## src/rtl/mpeg2_pkg.sv

```systemverilog
// Shared defaults and types for the MPEG-2 reference-pixel path.
// Holds frame geometry, queue depth, issue FSM encoding and the debug view struct.
package mpeg2_pkg;

  localparam int DEF_FRAME_W = 640;
  localparam int DEF_FRAME_H = 480;
  localparam int DEF_ADDR_W  = 19;
  localparam int DEF_DEPTH   = 4;
  localparam int CNT_W       = $clog2(DEF_DEPTH + 1);

  typedef enum logic {
    ST_IDLE  = 1'b0,
    ST_ISSUE = 1'b1
  } issue_state_e;

  // Internal occupancy exported for checkers and bring-up.
  typedef struct packed {
    issue_state_e     state;
    logic [CNT_W-1:0] outstanding;
    logic [CNT_W-1:0] fifo_count;
  } px_dbg_t;

endpackage

```

## src/rtl/px_addr_fifo.sv

```systemverilog
// Small synchronous FIFO of computed pixel byte addresses.
// Push is ignored when full, pop is ignored when empty; push and pop may coincide.
module px_addr_fifo
  import mpeg2_pkg::*;
#(
  parameter int W     = DEF_ADDR_W,
  parameter int DEPTH = DEF_DEPTH,
  localparam int CW   = $clog2(DEPTH + 1),
  localparam int PW   = (DEPTH > 1) ? $clog2(DEPTH) : 1
) (
  input  logic          clk,
  input  logic          reset_n,
  input  logic          push,
  input  logic [W-1:0]  push_data,
  input  logic          pop,
  output logic [W-1:0]  head,
  output logic          full,
  output logic          empty,
  output logic [CW-1:0] count
);

  logic [W-1:0]  mem [DEPTH];
  logic [PW-1:0] wr_ptr;
  logic [PW-1:0] rd_ptr;
  logic          do_push;
  logic          do_pop;

  // Pointers wrap explicitly so non-power-of-two depths work.
  function automatic logic [PW-1:0] ptr_next(input logic [PW-1:0] p);
    return (p == PW'(DEPTH - 1)) ? '0 : p + PW'(1);
  endfunction

  assign full    = (count == CW'(DEPTH));
  assign empty   = (count == '0);
  assign do_push = push & ~full;
  assign do_pop  = pop & ~empty;
  assign head    = mem[rd_ptr];

  always_ff @(posedge clk) begin
    if (do_push) mem[wr_ptr] <= push_data;
  end

  always_ff @(posedge clk or negedge reset_n) begin
    if (!reset_n) begin
      wr_ptr <= '0;
      rd_ptr <= '0;
      count  <= '0;
    end else begin
      if (do_push) wr_ptr <= ptr_next(wr_ptr);
      if (do_pop)  rd_ptr <= ptr_next(rd_ptr);
      case ({do_push, do_pop})
        2'b10:   count <= count + CW'(1);
        2'b01:   count <= count - CW'(1);
        default: count <= count;
      endcase
    end
  end

endmodule

```

## src/rtl/ref_px_server.sv

```systemverilog
// Reference-frame pixel server: turns (base + offset) requests into clamped byte
// addresses, issues them to memory in order and returns the bytes in order.
module ref_px_server
  import mpeg2_pkg::*;
#(
  parameter int FRAME_W = DEF_FRAME_W,
  parameter int FRAME_H = DEF_FRAME_H,
  parameter int ADDR_W  = DEF_ADDR_W,
  parameter int DEPTH   = DEF_DEPTH
) (
  input  logic              clk,
  input  logic              reset_n,
  input  logic [9:0]        base_x,
  input  logic [8:0]        base_y,
  input  logic              mreq,
  input  logic [3:0]        mx,
  input  logic [3:0]        my,
  output logic              mwait,
  output logic              mvalid,
  output logic [7:0]        mpx,
  output logic              rd_req,
  output logic [ADDR_W-1:0] rd_addr,
  input  logic              rd_wait,
  input  logic              rd_valid,
  input  logic [7:0]        rd_data,
  output px_dbg_t           dbg
);

  localparam int CW = $clog2(DEPTH + 1);

  // Handshakes: a request transfers on mreq & !mwait; a memory read transfers on
  // rd_req & !rd_wait with rd_req/rd_addr held until then; rd_valid returns one
  // byte per transferred read, in issue order, and is never back-pressured.

  issue_state_e      state;
  issue_state_e      state_nxt;
  logic [10:0]       sum_x;
  logic [9:0]        sum_y;
  logic [9:0]        cx;
  logic [8:0]        cy;
  logic [ADDR_W-1:0] acc_addr;
  logic              accept;
  logic              fifo_pop;
  logic [ADDR_W-1:0] fifo_head;
  logic              fifo_full;
  logic              fifo_empty;
  logic [CW-1:0]     fifo_count;
  logic [CW-1:0]     outstanding;
  logic [CW:0]       inflight;
  logic              out_inc;
  logic              out_dec;

  // Row base cy*FRAME_W built from the set bits of FRAME_W (640 -> two shifts).
  function automatic logic [ADDR_W-1:0] row_offset(input logic [8:0] row);
    logic [ADDR_W-1:0] acc;
    acc = '0;
    for (int i = 0; i < 16; i++) begin
      if (((FRAME_W >> i) & 1) != 0) acc = acc + (ADDR_W'(row) << i);
    end
    return acc;
  endfunction

  always_comb begin
    sum_x    = {1'b0, base_x} + {7'b0, mx};
    sum_y    = {1'b0, base_y} + {6'b0, my};
    cx       = (sum_x > 11'(FRAME_W - 1)) ? 10'(FRAME_W - 1) : sum_x[9:0];
    cy       = (sum_y > 10'(FRAME_H - 1)) ? 9'(FRAME_H - 1) : sum_y[8:0];
    acc_addr = row_offset(cy) + ADDR_W'(cx);
  end

  // Occupancy counts queued plus issued-but-unreturned; mwait uses registers only.
  assign inflight = {1'b0, fifo_count} + {1'b0, outstanding};
  assign mwait    = (inflight == (CW + 1)'(DEPTH));
  assign accept   = mreq & ~mwait & ~fifo_full;

  px_addr_fifo #(
    .W     (ADDR_W),
    .DEPTH (DEPTH)
  ) u_fifo (
    .clk       (clk),
    .reset_n   (reset_n),
    .push      (accept),
    .push_data (acc_addr),
    .pop       (fifo_pop),
    .head      (fifo_head),
    .full      (fifo_full),
    .empty     (fifo_empty),
    .count     (fifo_count)
  );

  always_ff @(posedge clk or negedge reset_n) begin
    if (!reset_n) state <= ST_IDLE;
    else          state <= state_nxt;
  end

  always_comb begin
    state_nxt = state;
    rd_req    = 1'b0;
    rd_addr   = '0;
    fifo_pop  = 1'b0;
    case (state)
      ST_IDLE: begin
        // Entering on the accept edge gives one-cycle acceptance-to-rd_req.
        if (accept || !fifo_empty) state_nxt = ST_ISSUE;
      end
      ST_ISSUE: begin
        rd_req  = 1'b1;
        rd_addr = fifo_head;
        if (!rd_wait) begin
          fifo_pop = 1'b1;
          if ((fifo_count <= CW'(1)) && !accept) state_nxt = ST_IDLE;
        end
      end
      default: state_nxt = ST_IDLE;
    endcase
  end

  assign out_inc = rd_req & ~rd_wait;
  assign out_dec = rd_valid & (outstanding != '0);

  // Returns with nothing outstanding (e.g. after a reset) are dropped.
  always_ff @(posedge clk or negedge reset_n) begin
    if (!reset_n) begin
      outstanding <= '0;
      mvalid      <= 1'b0;
      mpx         <= '0;
    end else begin
      case ({out_inc, out_dec})
        2'b10:   outstanding <= outstanding + CW'(1);
        2'b01:   outstanding <= outstanding - CW'(1);
        default: outstanding <= outstanding;
      endcase
      mvalid <= out_dec;
      if (out_dec) mpx <= rd_data;
    end
  end

  always_comb begin
    dbg.state       = state;
    dbg.outstanding = CNT_W'(outstanding);
    dbg.fifo_count  = CNT_W'(fifo_count);
  end

endmodule

```

## config.mk

```make
export PLATFORM = sky130hd
export DESIGN_NAME = ref_px_server
export DESIGN_NICKNAME = d
export VERILOG_FILES = /design/src/rtl/mpeg2_pkg.sv /design/src/rtl/px_addr_fifo.sv /design/src/rtl/ref_px_server.sv
export SDC_FILE = /design/constraint.sdc
export NUM_CORES = 1
export LEC_CHECK = 0
export BUFFER_PORTS_ARGS = -buffer_cell sky130_fd_sc_hd__buf_2
export CORE_MARGIN = 2
export CORE_UTILIZATION = 37
export CTS_CLUSTER_DIAMETER = 30
export DETAILED_ROUTE_END_ITERATION = 7
export SYNTH_ARGS = -nofsm -noshare
export SYNTH_HDL_FRONTEND = slang
export SYNTH_HIERARCHICAL = 1
export SYNTH_SLANG_ARGS = --single-unit
```

## constraint.sdc

```tcl
create_clock -name clk -period 2.6 [get_ports clk]
set_input_delay 0.26 -clock clk [delete_from_list [all_inputs] [get_ports clk]]
set_output_delay 0.26 -clock clk [all_outputs]
set_load 0.01 [all_outputs]
```

; Word-level counts from Yosys, hierarchy flattened
; Memories as Yosys holds them, arrays and structs flattened.
; Index checks and enable logic that the tools add are counted.
[op_classes]
mux = 16
magnitude_cmp = 3
shifts = 0
n_reduce_logical = 8
bitwise_logic = 11
addsub = 11
n_eq_ne = 8
div_mod_pow = 0
n_mul = 0
[op_table]
columns = op, n
row1 = $add 16x18->19, 1
row2 = $add 19x10->19, 1
row3 = $mux 19, 1
row4 = $pmux 3 s2, 2
row5 = $add 10x4->11, 1
row6 = $gt 11x10->1 const B, 1
row7 = $add 9x4->10, 1
row8 = $gt 10x9->1 const B, 1
row9 = $mux 10, 1
row10 = $mux 9, 1
row11 = $eq 2x2->1 const B, 4
row12 = $mux 1, 8
row13 = $add 3x1->3 const B, 2
row14 = $and 1x1->1, 6
row15 = $sub 3x1->3 const B, 2
row16 = $not 1->1, 5
row17 = $add 2x1->2 const B, 2
row18 = $add 3x3->4, 1
row19 = $eq 2x1->1 const B, 2
row20 = $eq 4x3->1 const B, 1
row21 = $mux 2, 2
row22 = $reduce_bool 2->1, 2
row23 = $eq 3x3->1 const B, 1
row24 = $le 3x1->1 const B, 1
row25 = other kinds (6), 7
[word_totals]
latch_bits = 0
n_memories = 1
wordCells = 65
mem_bits_ro = 0
input_bits = 40
regBits = 20
ramBits = 76
out_inout_bits = 37
[memory_table]
columns = memory, words, width, rd, rd_clocked_by_memory_dff, wr, line
row1 = u_fifo.mem, 4, 19, 1, 0, 1, px_addr_fifo.sv:22  ; logic [W-1:0] mem [DEPTH];

; Longest topological paths before layout
; Gate-level depths: netlist (run 1).
[logic_depth]
word_depth = 10
depth_mapped = 15
ltp_nobuf = 15

; Modules after synthesis
; Netlist (run 1), hierarchy kept.
[modules_own_cells]
columns = module, area_per_inst_um2, seq_area_each_um2, cells_each, instances
row1 = px_addr_fifo, 3224.3, 2457.4, 139, 1
row2 = ref_px_server, 1934.4, 325.3, 239, 1

; Least setup slack after synthesis (run 1)
; No wires, ideal clock.
[synth_timing]
kind = input port to flip-flop
from = input port base_y[0]
to = memory u_fifo/mem[0][18] (netlist name) (data pin)
setup_slack_ns = -1.451
required_time_ns = 2.336
arrival_time_ns = 3.787
setup_ns = 0.264
n_path_buf = 0
path_stages = 14
path_cell_list = ha_1 > fa_1 > a21o_1 > a21oi_1 > nor4_1 > o22ai_1 > nand2_1 > fa_1 > fa_1 > a211oi_1 > o21ai_0 > a211oi_1 > nor3b_1 > o21a_1
[synth_between]
elab_chain_cells = 5
[synth_lines]
columns = element, line
row1 = "start, declared", ref_px_server.sv:14  ; input logic [8:0] base_y,
row2 = $add 9x4->10 *, ref_px_server.sv:65  ; sum_y = {1'b0, base_y} + {6'b0, my};
row3 = $gt 10x9->1, ref_px_server.sv:67  ; cy = (sum_y > 10'(FRAME_H - 1)) ? 9'(FRAME_H - 1) : sum_y[8:0];
row4 = $mux 9 *, ref_px_server.sv:67
row5 = $add 16x18->19 *, ref_px_server.sv:58  ; if (((FRAME_W >> i) & 1) != 0) acc = acc + (ADDR_W'(row) << i);
row6 = $add 19x10->19 *, ref_px_server.sv:68  ; acc_addr = row_offset(cy) + ADDR_W'(cx);
row7 = named net acc_addr[18], ref_px_server.sv:41  ; logic [ADDR_W-1:0] acc_addr;
row8 = "end, declared", px_addr_fifo.sv:22
; Mark *: on every way through the listed nets, which the timed path passes. The rest lies on a longest branch.

; Final worst setup path (run 1)
[layout_timing]
from = input port base_y[0]
to = memory u_fifo/mem[2][16] (netlist name) (data pin)
; Same word-level chain as after synthesis.

==> results of run 1 <==
flip-flops by register name, indices dropped and copies added, names as in the netlist:
| signal | cells |
|---|---|
| state | 1 |
| mvalid | 1 |
| u_fifo/mem | 76 |
| u_fifo/wr_ptr | 2 |
| u_fifo/count | 3 |
| outstanding | 3 |
| u_fifo/rd_ptr | 2 |
| mpx | 8 |
kinds of logic after synthesis:
kind of cell               count (synthesis)  synth area share, %
and+or+nand+nor                          111                11.33
DFF                                       96                53.94
AOI/OAI and AO/OA                         58                8.028
adders and majority gates                 42                11.21
buffers and inverters                     26                2.280
muxes                                     26                9.993
xor gates and xnor gates                  19                3.226
path summary, 6_finish.rpt:
kind	from	endpoint	slack [ns]	depth (start not counted)
min reg2reg	mpx[5]	mpx[5]	0.47	2
max	base_y[0]	u_fifo/mem[2][16]	-0.80	17
min in group asynchronous	reset_n	u_fifo/rd_ptr[1]	0.40	2
min	rd_data[4]	mpx[4]	0.11	3
max reg2reg	outstanding[0]	u_fifo/count[2]	0.05	14
max in group asynchronous	reset_n	outstanding[0]	1.87	2
what timing repair did:
action | CTS | global route
buffers inserted | 13 | 4
hold endpoints to repair | 20 | 0
hold buffers | 1 | 0
endpoints found under the setup margin | 41 | 41
gates resized for setup | 39 | 6
pin swaps | 25 | 7
cell usage in the layout (no fill, tap or decap), types with 4 or more instances in the layout:
cell,instances
dfrtp_1,18
o21ai_1,5
o21a_1,4
nand2_2,4
clkbuf_16,9
and2_1,19
edfxtp_1,76
nand2b_1,4
ha_1,24
ha_4,10
xnor2_1,7
buf_4,94
a21oi_1,7
nand2_1,34
buf_2,72
a21o_1,6
nand3_1,5
mux4_2,19
xor2_1,9
buf_6,8
buf_12,4
o21ai_0,4
fa_2,5
and2_2,4
inv_1,14
inv_2,4
nor2_1,19
synthesized netlist by cell type (6+ instances only):
cell type  number
ha_1           35
nor2_1         21
dfrtp_1        20
a21o_1          6
mux4_2         19
and2_1         19
o21ai_0         7
a21oi_1        12
a211oi_1        6
fa_1            7
xor2_1         11
nand3_1         6
edfxtp_1       76
nand2_1        40
inv_1          18
xnor2_1         8
worst max-delay path, delay by kind of cell:
family	cells	cell delay, ns
adders and majority gates	5	1.37
AOI/OAI and AO/OA	7	1.24
buffers and inverters	2	0.23
and+or+nand+nor	2	0.20
xor gates and xnor gates	1	0.17
cell type report:
type / count / area, um^2
Sequential cell: 96 / 2785
Fill cell: 1207 / 6553
Clock inverter: 6 / 67.56
Inverter: 19 / 71.32
Clock buffer: 10 / 229.0
Tap cell: 180 / 225.2
Multi-Input combinational cell: 256 / 2596
Timing Repair Buffer: 179 / 1246
routing by layer:
layer | track usage (%) | vias to the layer above | part of all wire, %
li1 | - | 1774 | -
met3 | 2.528 | 4 | 3.2
met2 | 27.69 | 61 | 53
met5 | 0 | - | 0
met1 | 17.64 | 1733 | 43
met4 | 4.957 | 0 | 0.99
per-stage QoR:
stage | setup slack [ns] | total power [uW] | instances
6_report | -0.8038 | 7359 | 746
5_1_grt | -0.9921 | 7885 | 746
4_1_cts | -0.8485 | 7374 | 742
3_5_place_dp | -1.309 | 5875 | 712
3_3_place_gp | -1.207 | 5768 | 712
2_1_floorplan | -0.9920 | 4599 | 378
where the power goes:
part	internal [uW]	switching (uW)
sequential	2270	156
combinational	1870	1780
clock	749	537
==> out/metrics.cfg, run 1 <==
[status]
status = finished with violations
violations = negative setup slack

[worst_setup_path]
arrival_ns = 3.47
cp-start-kind = primary input
path_class = in -> reg
path_cells = buf_6 -> ha_4 -> fa_2 -> a21o_1 -> a21oi_2 -> buf_4 -> o2111a_1 -> o22ai_4 -> nand2_2 -> ha_1 -> ha_2 -> fa_2 -> a211oi_4 -> o21ai_2 -> a211oi_2 -> nor2_1 -> xor2_2
crit_slowest_cell = fa_2
cpPeakStageDelay_ns = 0.42
worstSetupEndpointType = flip-flop
crit_fanout = 4
crit_required_ns = 2.67
crit_top_cell = fa_2

[timing]
setup_tns_ns = -23.09
finalMaxSlewViolations = 0
max_freq_mhz = 293.8
period_share_pct = 130.9
worstMarginPinSlew_ns = 0.4812
holdWs_ns = 0.1130
fin_crit_ns = 3.404
setup_viol = 40
hold_viol = 0
rsz0062_at_grt = yes
maxSlewHeadroom_pct = 67.67
fin_skew_ns = 0.007171
fin_ws_ns = -0.8038

[final_layout]
antenna_cells = 0
area_growth_pct = 39.97
fin_util_pct = 52.43
nets = 643
design_area_mm2 = 0.007221
drive_gt1_share_pct = 50.00

[logic_synthesis]
ys_top_cells_by_area = edfxtp_1 (44%), dfrtp_1 (9.7%), ha_1 (8.5%)
yosysSeqAreaShare_pct = 53.94
synth_top_area_share_pct = 44.24
postSynthCellCount = 378
ys_types = 56
ys.flop_type = edfxtp_1
ys_ff_latch = 96
synthArstFlopShare_pct = 20.83
syn_area_mm2 = 0.005159
yosysTopAreaCell = edfxtp_1
synth-edff-count = 76
yosysWarnings = 6
syn_nets = 460
syn_avg_cell_area_um2 = 13.65

[clock_tree]
clk_pin_slew_ns = 0.07
htreeDepth = 3
cts_buffer_depth = 2
cts_buffers = 9
root_buffer = clkbuf_16
clock_latency_ns = 0.33
cts_tree = done
cts_sinks = 96

[route]
num_vias = 3572
ant_nets = 0
drtPass1Iterations = 4
wl_per_cell_um = 14.02
drc = 0
wl_mm = 10.46
via_per_inst = 4.788
drt-initial-drc-count = 212

[power]
p_per_area_mw_per_mm2 = 1019
p_leak_uw = 0.002980
ir_drop_v = 0.0003840

[place]
portBuffers = 76
detailed_place.area_mm2 = 0.006526
hpwlAfterDp_mm = 7.555
gp_congestion = 0.8099

[grt]
antenna_found_initial = 0
first_global_vias = 3744
grt_max_degree = 23
grt_pass1_wl_mm = 17.38
groute.usage.overall_pct = 15.00
grt.overflow.total = 0

[floorplan]
rows = 43
core_area_mm2 = 0.01377
die_area_mm2 = 0.01490
io_pins = 77
start_util_pct = 37.45
dieWidth_um = 122.1
die_h_um = 122.1

[worst_hold_path]
worstHoldPathType = in -> reg

[job]
drv_cap = 0

Power figures use the tool's default switching activity.
==> inputs of run 2 (changes only) <==
--- a/config.mk
+++ b/config.mk
@@ -6,10 +6,13 @@
 export NUM_CORES = 1
 export LEC_CHECK = 0
 export BUFFER_PORTS_ARGS = -buffer_cell sky130_fd_sc_hd__buf_2
+export CELL_PAD_IN_SITES_DETAIL_PLACEMENT = 1
+export CELL_PAD_IN_SITES_GLOBAL_PLACEMENT = 1
 export CORE_MARGIN = 2
 export CORE_UTILIZATION = 37
 export CTS_CLUSTER_DIAMETER = 30
 export DETAILED_ROUTE_END_ITERATION = 7
+export PLACE_DENSITY_LB_ADDON = 0.1
 export SYNTH_ARGS = -nofsm -noshare
 export SYNTH_HDL_FRONTEND = slang
 export SYNTH_HIERARCHICAL = 1
==> run 2 against run 1 <==
- the flow still finishes with violations (negative setup slack)
- routed wire length up 15%
- clock skew up 0.0014 ns
- die area unchanged
- count of clock-buffer cells in the layout down 1
- global-route usage up 1.7 points
- maximum frequency down 0.64%
- clock power up 3%
- sequential power about the same
- largest cell class unchanged
- largest power group unchanged
==> out/metrics.cfg, run 2 (synthesis gave the netlist of run 1 again) <==
[power]
ir_drop_v = 0.0003471  ; -9.6%
report.power.total_uw = 7731  ; +5.1%
pwr-share-clk_pct = 17.2  ; -0.3 points
pwr-share-seq_pct = 31.4  ; -1.6 points
p_per_area_mw_per_mm2 = 1048  ; +2.8%
sw_frac_of_total_pct = 34.84  ; +1.3 points
p_sw_uw = 2693  ; +9.0%
cellInternalPower_uw = 5038  ; +3.1%
p_leak_uw = 0.002975  ; -0.18%
combPwrFrac_pct = 51.4  ; +1.8 points

[route]
num_vias = 3624  ; +1.5%
wl_mm = 12.05  ; +15%
drc = 0  ; unchanged
wl_per_cell_um = 16.37  ; +17%
ant_nets = 0  ; unchanged
drt-initial-drc-count = 121  ; -43%
drtPass1Iterations = 4  ; unchanged
via_per_inst = 4.924  ; +2.8%

[clock_tree]
cts_tree = done
htreeDepth = 3  ; unchanged
clk_pin_slew_ns = 0.06  ; about the same
cts_sinks = 96  ; unchanged
cts_buffer_depth = 2  ; unchanged
root_buffer = clkbuf_16
cts_buffers = 9  ; unchanged
clock_latency_ns = 0.34  ; about the same

[final_layout]
antenna_cells = 0  ; unchanged
area_growth_pct = 43.03
design_area_mm2 = 0.007378  ; +2.2%
nets = 633  ; -1.6%
mostFrequentLayoutCell = buf_4
top_regs = u_fifo/mem x76, mpx x8
largest_register = u_fifo/mem
drive_gt1_share_pct = 51.44  ; +1.4 points
final_cell_mix = buf_4 (80), edfxtp_1 (76), buf_2 (72), nand2_1 (32), nor2_1 (20)
largest_reg_flops = 76  ; unchanged

[grt]
grt.overflow.total = 0  ; unchanged
grt_busiest_layer = met2
grt_max_degree = 23  ; unchanged
first_global_vias = 3826  ; +2.2%
grt_pass1_wl_mm = 19.09  ; +9.8%
groute.usage.overall_pct = 16.73  ; +1.7 points
grt_use_met3_pct = 2.528  ; unchanged
antenna_found_initial = 0  ; unchanged
grt_util_met2_pct = 30.31  ; +2.6 points
grtUsageMet1_pct = 20.46  ; +2.8 points

[worst_hold_path]
worstHoldPathType = in -> reg

[status]
violations = negative setup slack
status = finished with violations

[worst_setup_path]
worstSetupEndpointType = flip-flop
cp-start-kind = primary input
crit_fanout = 4  ; unchanged
crit_required_ns = 2.69  ; +0.02 ns
arrival_ns = 3.51  ; +0.04 ns
path_class = in -> reg

[timing]
fin_ws_ns = -0.8257  ; -0.02192 ns
setup_tns_ns = -22.44  ; +0.6503 ns
worstMarginPinSlew_ns = 0.4887  ; +0.007433 ns
fin_crit_ns = 3.426  ; +0.02192 ns
period_share_pct = 131.8  ; +0.84 points
max_freq_mhz = 291.9  ; -0.64%
rsz0062_at_grt = yes
holdWs_ns = 0.1166  ; +0.003651 ns
finalMaxSlewViolations = 0  ; unchanged
hold_viol = 0  ; unchanged
maxSlewHeadroom_pct = 67.42  ; -0.25 points
fin_skew_ns = 0.008617  ; +0.001445 ns
setup_viol = 41  ; +2.5%

[floorplan]
die_h_um = 122.1  ; unchanged
die_area_mm2 = 0.01490  ; unchanged
core_area_mm2 = 0.01377  ; unchanged
start_util_pct = 37.45  ; unchanged
io_pins = 77  ; unchanged
rows = 43  ; unchanged
dieWidth_um = 122.1  ; unchanged

[place]
gp_congestion = 0.7632  ; -5.8%
detailed_place.area_mm2 = 0.006531  ; about the same
place_ws_ns = -1.270  ; +0.03917 ns
hpwlAfterDp_mm = 8.698  ; +15%
portBuffers = 76  ; unchanged

[job]
drv_cap = 0  ; unchanged

## run 2: area by class of cell
| class | count | area (um^2) |
|---|---|---|
| fillers | 1431 | 6395 |
| inverters | 19 | 71.32 |
| clock buffers | 9 | 225.2 |
| clock inverters | 7 | 77.57 |
| repair buffers | 169 | 1225 |
| multi-input cells | 256 | 2769 |
| well taps | 180 | 225.2 |
| flip-flops and latches | 96 | 2785 |
## run 2: power by group through the flow
stage | clock network (uW) | logic, uW | registers [uW]
2_1_floorplan | 0 | 2070 | 2530
3_3_place_gp | 0 | 3500 | 2440
3_5_place_dp | 0 | 3600 | 2470
4_1_cts | 1350 | 3950 | 2440
5_1_grt | 1410 | 4360 | 2470
6_report | 1330 | 3980 | 2430
## run 2: final timing paths
check,slack (ns),cells past startpoint,to,start
worst min-delay path,0.12,3,mpx[0],rd_data[0]
worst min register to register,0.47,2,mpx[0],mpx[0]
min in group asynchronous,0.42,2,u_fifo/count[2],reset_n
worst max register to register,-0.01,14,u_fifo/count[2],u_fifo/count[0]
worst max-delay path,-0.83,17,u_fifo/mem[0][17],my[0]
max in group asynchronous,1.82,2,outstanding[0],reset_n
## run 2: layer usage
| layer | routed length [um] | vias up |
|---|---|---|
| li1 | - | 1748 |
| met1 | 5207 | 1786 |
| met2 | 6259 | 83 |
| met3 | 426 | 7 |
| met4 | 153 | 0 |
| met5 | 0 | - |
## run 2: stage by stage
stage               utilization, %  cells
floorplan                        -    378
global placement             47.42    706
detailed placement           47.42    706
CTS                          52.58    732
global route                 53.57    736
finish                       53.57    736
## run 2: worst max-delay path, stage by stage
cell     delay [ns]
buf_6          0.10
ha_4           0.15
fa_2           0.36
a21o_1         0.17
a21oi_2        0.17
nor4_1         0.08
o22ai_2        0.28
nand2_4        0.09
fa_2           0.49
buf_4          0.16
ha_4           0.26
nand3_4        0.09
a21oi_2        0.16
and3b_2        0.24
o21ai_2        0.19
xor2_2         0.10
buf_4          0.15
## run 2: repair_timing
action / CTS / global route
endpoints found under the setup margin: 41 / 42
resized for setup: 50 / 16
endpoints found under the hold margin: 20 / 0
buffers inserted: 12 / 6
pin swaps: 32 / 25
hold buffers: 1 / 0
